===== src/rtl/dmem_store_buffer.sv =====
// rtl/dmem_store_buffer.sv - in-order store buffer with store-to-load forwarding
//
// Purpose: buffers committed stores, drains them to the memory write port
// when it is ready, and serves loads either from the youngest matching
// buffered store or from the memory read port. Load results are registered.
//
// Ports:
//   clk, reset                clock, asynchronous active-low reset
//   st_valid_i/addr/data      store request in; st_ready_o accepts it
//   ld_en_i, ld_addr_i        load request in
//   ld_data_o/valid_o/fwd_o   registered load result, one cycle after ld_en_i
//   mem_write_*               drain port (head entry), mem_write_rdy_i pops
//   mem_read_*                pass-through read port for load misses
//   empty_o, count_o          occupancy status
module dmem_store_buffer #(
  parameter int DEPTH = 4,
  parameter int AW    = 64,
  parameter int DW    = 64
) (
  input  logic                       clk,
  input  logic                       reset,
  input  logic                       st_valid_i,
  input  logic [AW-1:0]              st_addr_i,
  input  logic [DW-1:0]              st_data_i,
  output logic                       st_ready_o,
  input  logic                       ld_en_i,
  input  logic [AW-1:0]              ld_addr_i,
  output logic [DW-1:0]              ld_data_o,
  output logic                       ld_valid_o,
  output logic                       ld_fwd_o,
  output logic                       mem_write_en_o,
  output logic [AW-1:0]              mem_addr_store_o,
  output logic [DW-1:0]              mem_write_data_o,
  input  logic                       mem_write_rdy_i,
  output logic                       mem_read_en_o,
  output logic [AW-1:0]              mem_addr_load_o,
  input  logic [DW-1:0]              mem_read_data_i,
  output logic                       empty_o,
  output logic [$clog2(DEPTH):0]     count_o
);

  localparam int PW = $clog2(DEPTH);
  localparam int CW = PW + 1;

  logic [AW-1:0] addr_q [DEPTH];
  logic [DW-1:0] data_q [DEPTH];

  // Pointers carry one extra wrap bit so full and empty stay distinguishable.
  logic [CW-1:0] wr_ptr, rd_ptr;
  logic [CW-1:0] count;
  logic          full, empty, push, pop;
  logic          hit;
  logic [DW-1:0] fwd_data;

  assign count = wr_ptr - rd_ptr;
  assign full  = (count == CW'(DEPTH));
  assign empty = (count == '0);

  assign mem_write_en_o   = !empty;
  assign mem_addr_store_o = addr_q[rd_ptr[PW-1:0]];
  assign mem_write_data_o = data_q[rd_ptr[PW-1:0]];

  assign pop        = mem_write_en_o & mem_write_rdy_i;
  // A full buffer still takes a store when the head leaves in the same cycle.
  assign st_ready_o = !full | pop;
  assign push       = st_valid_i & st_ready_o;

  assign empty_o = empty;
  assign count_o = count;

  // Walk entries from oldest to youngest; later matches override earlier
  // ones so the youngest matching store wins. The head being popped this
  // cycle is still occupied and still forwards.
  always_comb begin
    hit      = 1'b0;
    fwd_data = '0;
    for (int i = 0; i < DEPTH; i++) begin
      if ((CW'(i) < count) &&
          (addr_q[rd_ptr[PW-1:0] + PW'(i)][AW-1:3] == ld_addr_i[AW-1:3])) begin
        hit      = 1'b1;
        fwd_data = data_q[rd_ptr[PW-1:0] + PW'(i)];
      end
    end
  end

  assign mem_read_en_o   = ld_en_i & !hit;
  assign mem_addr_load_o = ld_addr_i;

  always_ff @(posedge clk) begin
    if (push) begin
      addr_q[wr_ptr[PW-1:0]] <= st_addr_i;
      data_q[wr_ptr[PW-1:0]] <= st_data_i;
    end
  end

  always_ff @(posedge clk or negedge reset) begin
    if (!reset) begin
      wr_ptr     <= '0;
      rd_ptr     <= '0;
      ld_data_o  <= '0;
      ld_valid_o <= 1'b0;
      ld_fwd_o   <= 1'b0;
    end else begin
      if (push) wr_ptr <= wr_ptr + 1'b1;
      if (pop)  rd_ptr <= rd_ptr + 1'b1;
      ld_valid_o <= ld_en_i;
      if (ld_en_i) begin
        ld_data_o <= hit ? fwd_data : mem_read_data_i;
        ld_fwd_o  <= hit;
      end
    end
  end

endmodule


===== config.mk =====
export PLATFORM = sky130hd
export DESIGN_NAME = dmem_store_buffer
export DESIGN_NICKNAME = d
export VERILOG_FILES = /design/src/rtl/dmem_store_buffer.sv
export SDC_FILE = /design/constraint.sdc
export NUM_CORES = 1
export LEC_CHECK = 0
export CAP_MARGIN = 0
export CORE_MARGIN = 2
export CORE_UTILIZATION = 25
export DETAILED_ROUTE_END_ITERATION = 6
export PLACE_DENSITY = 0.48
export SETUP_SLACK_MARGIN = 0.1
export SYNTH_ARGS = -nofsm -noshare
export SYNTH_HDL_FRONTEND = slang
export SYNTH_SLANG_ARGS = --single-unit

===== constraint.sdc =====
create_clock -name clk -period 5.85 [get_ports clk]
set_input_delay 0.8775 -clock clk [delete_from_list [all_inputs] [get_ports clk]]
set_output_delay 0.8775 -clock clk [all_outputs]
set_load 0.005 [all_outputs]

**Yosys cells after proc, flatten, opt, wreduce, memory -nomap -nowiden**

Memories as Yosys holds them, arrays and structs flattened.
Cells that the tools add are included.

- Memories kept: 2
- Logic and storage cells: 45
- Memory bits (writable): 512
- Output and inout port bits: 265
- Flip-flop bits (word level): 72

- Reductions and logical operators: 8
- Bitwise gates (word level): 4
- $add $sub $neg: 6
- Mux-type cells: 11
- Equal/unequal tests: 5
- Magnitude comparators: 4

Memory list:

| name | depth | bits a word | rd ports | clocked after memory_dff | write ports | RTL line | text |
|---|---|---|---|---|---|---|---|
| addr_q | 4 | 64 | 4 | 0 | 1 | 45 | `logic [AW-1:0] addr_q [DEPTH];` |
| data_q | 4 | 64 | 4 | 0 | 1 | 46 | `logic [DW-1:0] data_q [DEPTH];` |

Operators by type and width:

| cell | count |
|---|---|
| 2-to-1 mux 64 bit | 5 |
| == test 61 bit | 4 |
| adder 3 x 1 -> 3 bit, second input constant | 2 |
| < comparator 1 x 3 -> 1 bit, first input constant | 2 |
| < comparator 2 x 3 -> 1 bit, first input constant | 2 |
| 2-to-1 mux 1 bit | 6 |
| adder 2 bit, second input constant | 2 |
| logical AND 1 bit | 4 |
| bitwise AND 1 bit | 3 |
| == test 3 bit, second input constant | 1 |
| zero test 1 bit | 3 |
| zero test 3 bit | 1 |
| subtractor 3 bit | 1 |
| adder 2 x 1 -> 2 bit, second input constant | 1 |
| bitwise OR 1 bit | 1 |

**Longest topological paths before layout**

- Depth after elaboration: 9
- Gate-level depth with buffers: 18

**Least setup slack after synthesis**

No wires, ideal clock.

- Path kind: reg-to-reg
- From: reg wr_ptr[0]
- To: mem addr_q[3][0], enable pin
- Stages on the path, launching flop included: 8
- Buffers on the path: 1
- Arrival time: 4636 ps
- Setup time: 505 ps
- Setup slack: 709 ps
- Required time: 5345 ps
- Cell sequence: dfrtp_1 > inv_1 > ha_1 > fa_1 > xnor3_1 > or4_1 > clkbuf_1 > and3_1

- Word-level cells in the longest chain between the ends: 8
- Elaborated cells on any way between the ends: 10
- Those cells by class: 1 x add/sub; 1 x eq/ne; 2 x mux; 3 x bitwise; 3 x reduce/logical

RTL lines:

| what | RTL line | text |
|---|---|---|
| start: declaration | 49 | `logic [CW-1:0] wr_ptr, rd_ptr;` |
| start signal: assignment | 104 | `if (push) wr_ptr <= wr_ptr + 1'b1;` |
| subtractor 3 bit (*) | 55 | `assign count = wr_ptr - rd_ptr;` |
| zero test 3 bit | 57 | `assign empty = (count == '0);` |
| zero test 1 bit | 59 | `assign mem_write_en_o = !empty;` |
| bitwise AND 1 bit | 63 | `assign pop = mem_write_en_o & mem_write_rdy_i;` |
| bitwise OR 1 bit (*) | 65 | `assign st_ready_o = !full \| pop;` |
| net st_ready_o | 25 | `output logic st_ready_o,` |
| bitwise AND 1 bit (*) | 66 | `assign push = st_valid_i & st_ready_o;` |
| 2-to-1 mux 1 bit (*) | 90 | `if (push) begin` |
| 2-to-1 mux 1 bit (not written as such) (*) | 91 | `addr_q[wr_ptr[PW-1:0]] <= st_addr_i;` |
| end: declaration | 45 |  |

The timed path passes the listed nets; every way through them passes the cells marked *.

**Worst setup path after layout**

- From: reg rd_ptr[0]
- To: out mem_read_en_o

- Word-level cells in the longest chain between the ends: 9
- Elaborated cells on any way between the ends: 23
- Those cells by class: 4 x add/sub; 4 x order compare; 4 x eq/ne; 4 x mux; 1 x bitwise; 5 x reduce/logical; 1 x memory

RTL lines:

| what | RTL line | text |
|---|---|---|
| start: declaration | 49 |  |
| start signal: assignment | 105 | `if (pop) rd_ptr <= rd_ptr + 1'b1;` |
| adder 2 x 1 -> 2 bit (tied with other cells) | 79 | `(addr_q[rd_ptr[PW-1:0] + PW'(i)][AW-1:3] == ld_addr_i[AW-1:3])) begin` |
| memory read (4 x 64 bit) (tied with other cells) | - |  |
| == test 61 bit / logical AND 1 bit (equally long branches) | 79, 78 |  |
| logical AND 1 bit / 2-to-1 mux 1 bit (equally long branches) | 78 | `if ((CW'(i) < count) &&` |
| 2-to-1 mux 1 bit (2 in series) | 78 |  |
| 2-to-1 mux 1 bit (*) | 78 |  |
| zero test 1 bit (*) | 86 | `assign mem_read_en_o = ld_en_i & !hit;` |
| bitwise AND 1 bit (*) | 86 |  |
| end: declaration | 35 | `output logic mem_read_en_o,` |

Every way passes the cells marked *; elsewhere a longest branch is shown, timed or not.

==> impl_metrics.py <==
metrics = {
    "setup_path": {
        "cp_slowest_stage_delay_ns": 0.52,
        "cp_max_fo": 13,
        "cp.arrival_ns": 4.81,
        "critPathCaptureType": "output pin",
        "critPathLaunchType": "flip-flop",
        "crit_required_ns": 4.97,
        "path_cells": "ha_4, buf_12, mux4_2, xnor2_1, nand4_1, a2111oi_4, buf_4, nand4_1, nor4_4, a2111oi_4, buf_4, and2_2, dlygate4sd2_1",
        "path_class": "flip-flop to output pin",
        "critPathSlowestCell": "dfrtp_4",
    },
    "detailed_routing": {
        "first_iter_violations": 2897,
        "avgViaCountPerCell": 5.55,
        "wl_per_cell_um": 31.6,
        "drc": 0,
        "drtPass1Iterations": 6,
        "totalWireLength_mm": 157,
        "ant_nets": 0,
        "vias": 27600,
    },
    "timing": {
        "final_max_slew_viol_count": 0,
        "slew_headroom_pct": 33.2,
        "worstMarginPinSlew_ns": 1.00,
        "timing.final.crit_share_pct": 97.2,
        "hold_violations": 0,
        "rsz0062_at_grt": "false",
        "hold_slack_ns": 0.166,
        "clock.fmax_ghz": 0.176,
        "setup_viol": 0,
        "fin_crit_ns": 5.69,
        "fin_worst_skew_ns": 0.0514,
    },
    "power": {
        "total_power_mw": 27.0,
        "power.switching_mw": 11.0,
        "clock_power_share_pct": 17.2,
        "p_sw_share_pct": 40.7,
        "pwr-share-comb_pct": 59.8,
        "ir_worst_vdd_uv": 526,
        "p_int_mw": 16.0,
        "pwr-share-seq_pct": 23.0,
        "p_per_area_nw_per_um2": 564,
        "p_leak_nw": 15.7,
    },
    "synth": {
        "synth_top_cell_by_area": "edfxtp_1",
        "synth_edf_count": 512,
        "synth-seq-cells": 584,
        "async_flop_share_pct": 12.3,
        "netlist_top_cells_count": "edfxtp_1 (512), mux4_2 (414), mux2i_1 (197)",
        "synth_area_leaders": "edfxtp_1 (41%), mux4_2 (25%), mux2i_1 (5.3%)",
        "synth_fp_nets": 2805,
        "ys_warn_count": 0,
        "yosysMostFrequentCell": "edfxtp_1",
        "synth_ff_type": "edfxtp_1",
        "synth_cell_types": 70,
        "syn-instance-count": 2537,
        "synth_area_um2": 37400,
        "synth_top_area_share_pct": 41.1,
        "synth_area_per_cell_um2": 14.7,
        "ys_seq_area_share_pct": 45.9,
    },
    "clock_tree": {
        "clk_path_buf_depth": 3,
        "clkTransAtPathRegs_ns": 0.06,
        "cts_tree": "done",
        "cts_inserted_buffers": 74,
        "postCtsHoldBufs": 0,
        "clk_latency_ns": 0.71,
        "cts_root_buffer": "clkbuf_16",
        "cts_max_level": 3,
        "numClockSinks": 584,
    },
    "flow_run": {
        "cap_violations": 0,
    },
    "final_layout": {
        "fin_util_pct": 32.3,
        "multi_input_area_um2": 18800,
        "area_delta_synth_final_pct": 27.8,
        "nets": 3244,
        "n_fill_cell": 14600,
        "seqCellArea_um2": 17200,
        "fin_area_um2": 47800,
        "drive_above_1_share_pct": 27.0,
    },
    "placement": {
        "port_buffers": 519,
        "dp_hpwl_mm": 114,
        "gp_congestion": 1.00,
        "placed_area_um2": 44700,
    },
    "global_routing": {
        "grt_max_degree": 129,
        "grt_usage_pct": 20.1,
        "grt_pass1_wl_mm": 219,
        "antenna_found_initial": 29,
        "overflow": 0,
        "grt_pass1_vias": 27500,
    },
    "die": {
        "rows": 141,
        "fp.dieArea_um2": 153000,
        "die_w_um": 391,
        "core_um2": 148000,
        "boundaryPins": 526,
        "start_util_pct": 25.3,
        "die_h_um": 391,
    },
    "run_status": {
        "status": "complete, no violations",
    },
    "min_path": {
        "worstHoldPathType": "input pin to asynchronous set/reset pin",
    },
}
## stage by stage
step / setup WS (ns) / instances / setup TNS, ns
floorplan: 0.709 / 2537 / 0
global placement: -0.108 / 4806 / -0.108
detailed placement: -0.0863 / 4806 / -0.0863
CTS: 0.145 / 4954 / 0
global route: 0.103 / 4976 / 0
finish: 0.165 / 4980 / 0
## cell type report
type	instances	area share [%]
multi-input combinational	1608	39.4
antenna	13	0.0681
inverter	36	0.283
sequential	584	35.9
clock inverter	43	0.984
tap	1930	5.05
clock buffer	94	4.16
timing repair buffer	672	14.1
## registers in the layout, summed over array words and instances (netlist names)
register / count
addr_q: 256
data_q: 256
ld_data_o: 64
ld_fwd_o: 1
ld_valid_o: 1
rd_ptr: 3
wr_ptr: 3
## power groups by stage
stage,combinational (mW),sequential [mW],clock [mW]
floorplan,9.83,6.10,0
global placement,15.5,6.26,0
detailed placement,15.4,6.27,0
CTS,15.9,6.18,4.78
global route,16.9,6.30,4.92
finish,16.1,6.20,4.65
## metal layers
metal / routed length, um / vias up / GRT usage, %
li1: - / 11400 / -
met1: 65000 / 14700 / 26.6
met2: 74000 / 1251 / 32.0
met3: 12400 / 244 / 4.32
met4: 5770 / 26 / 7.86
met5: 171 / - / 0
## worst max-delay path, delay by kind of cell, from the launching register on
family	cells	cell delay (ns)
buf+inv	4	0.82
flops	1	0.52
mux	1	0.32
fa+ha+maj	1	0.39
xor+xnor	1	0.32
simple gates	4	1.26
compound gates	2	0.46
## final timing paths
kind / cells past startpoint / from / end / slack [ns]
worst min register to register: 1 / rd_ptr[2] / rd_ptr[2] / 0.48
worst min-delay path: 1 / reset / ld_data_o[33] / 0.17
max in group asynchronous: 2 / reset / rd_ptr[0] / 4.47
worst max-delay path: 13 / rd_ptr[0] / mem_read_en_o / 0.16
worst max register to register: 13 / rd_ptr[1] / ld_data_o[2] / 0.81
min in group clk: 1 / rd_ptr[2] / rd_ptr[2] / 0.48
## cell families (layout without fill, tap and decap cells)
| kind of cell | Yosys count | after routing | synth area share (%) |
|---|---|---|---|
| fa+ha+maj | 7 | 7 | 0.254 |
| flops | 584 | 584 | 45.9 |
| other cells | 0 | 13 | 0 |
| xor+xnor | 180 | 180 | 4.25 |
| buf+inv | 345 | 845 | 4.73 |
| mux | 634 | 634 | 30.9 |
| compound gates | 461 | 461 | 9.44 |
| simple gates | 326 | 326 | 4.54 |
## what timing repair did
action / CTS / global route
gates resized for setup: 42 / 19
buffers inserted: 9 / 14
endpoints found under the setup margin: 1 / 1
pin swaps: 10 / 9
gates cloned: 2 / 0
## cells in the final DEF (no fill, tap or decap), types with 35 or more instances in the layout
cell type | netlist | routed
mux2i_1 | 197 | 191
clkdlybuf4s50_1 | 0 | 516
a31o_2 | 64 | 64
a221oi_1 | 78 | 78
a31oi_1 | 69 | 69
buf_4 | 94 | 117
nor2_1 | 95 | 95
mux4_2 | 414 | 414
inv_1 | 35 | 35
xnor2_1 | 154 | 152
nand2_1 | 42 | 42
clkbuf_16 | 0 | 74
o31ai_1 | 65 | 65
dfrtp_1 | 72 | 70
edfxtp_1 | 512 | 512
nor2b_1 | 71 | 71
No activity file was read; power rests on OpenSTA's default activity.
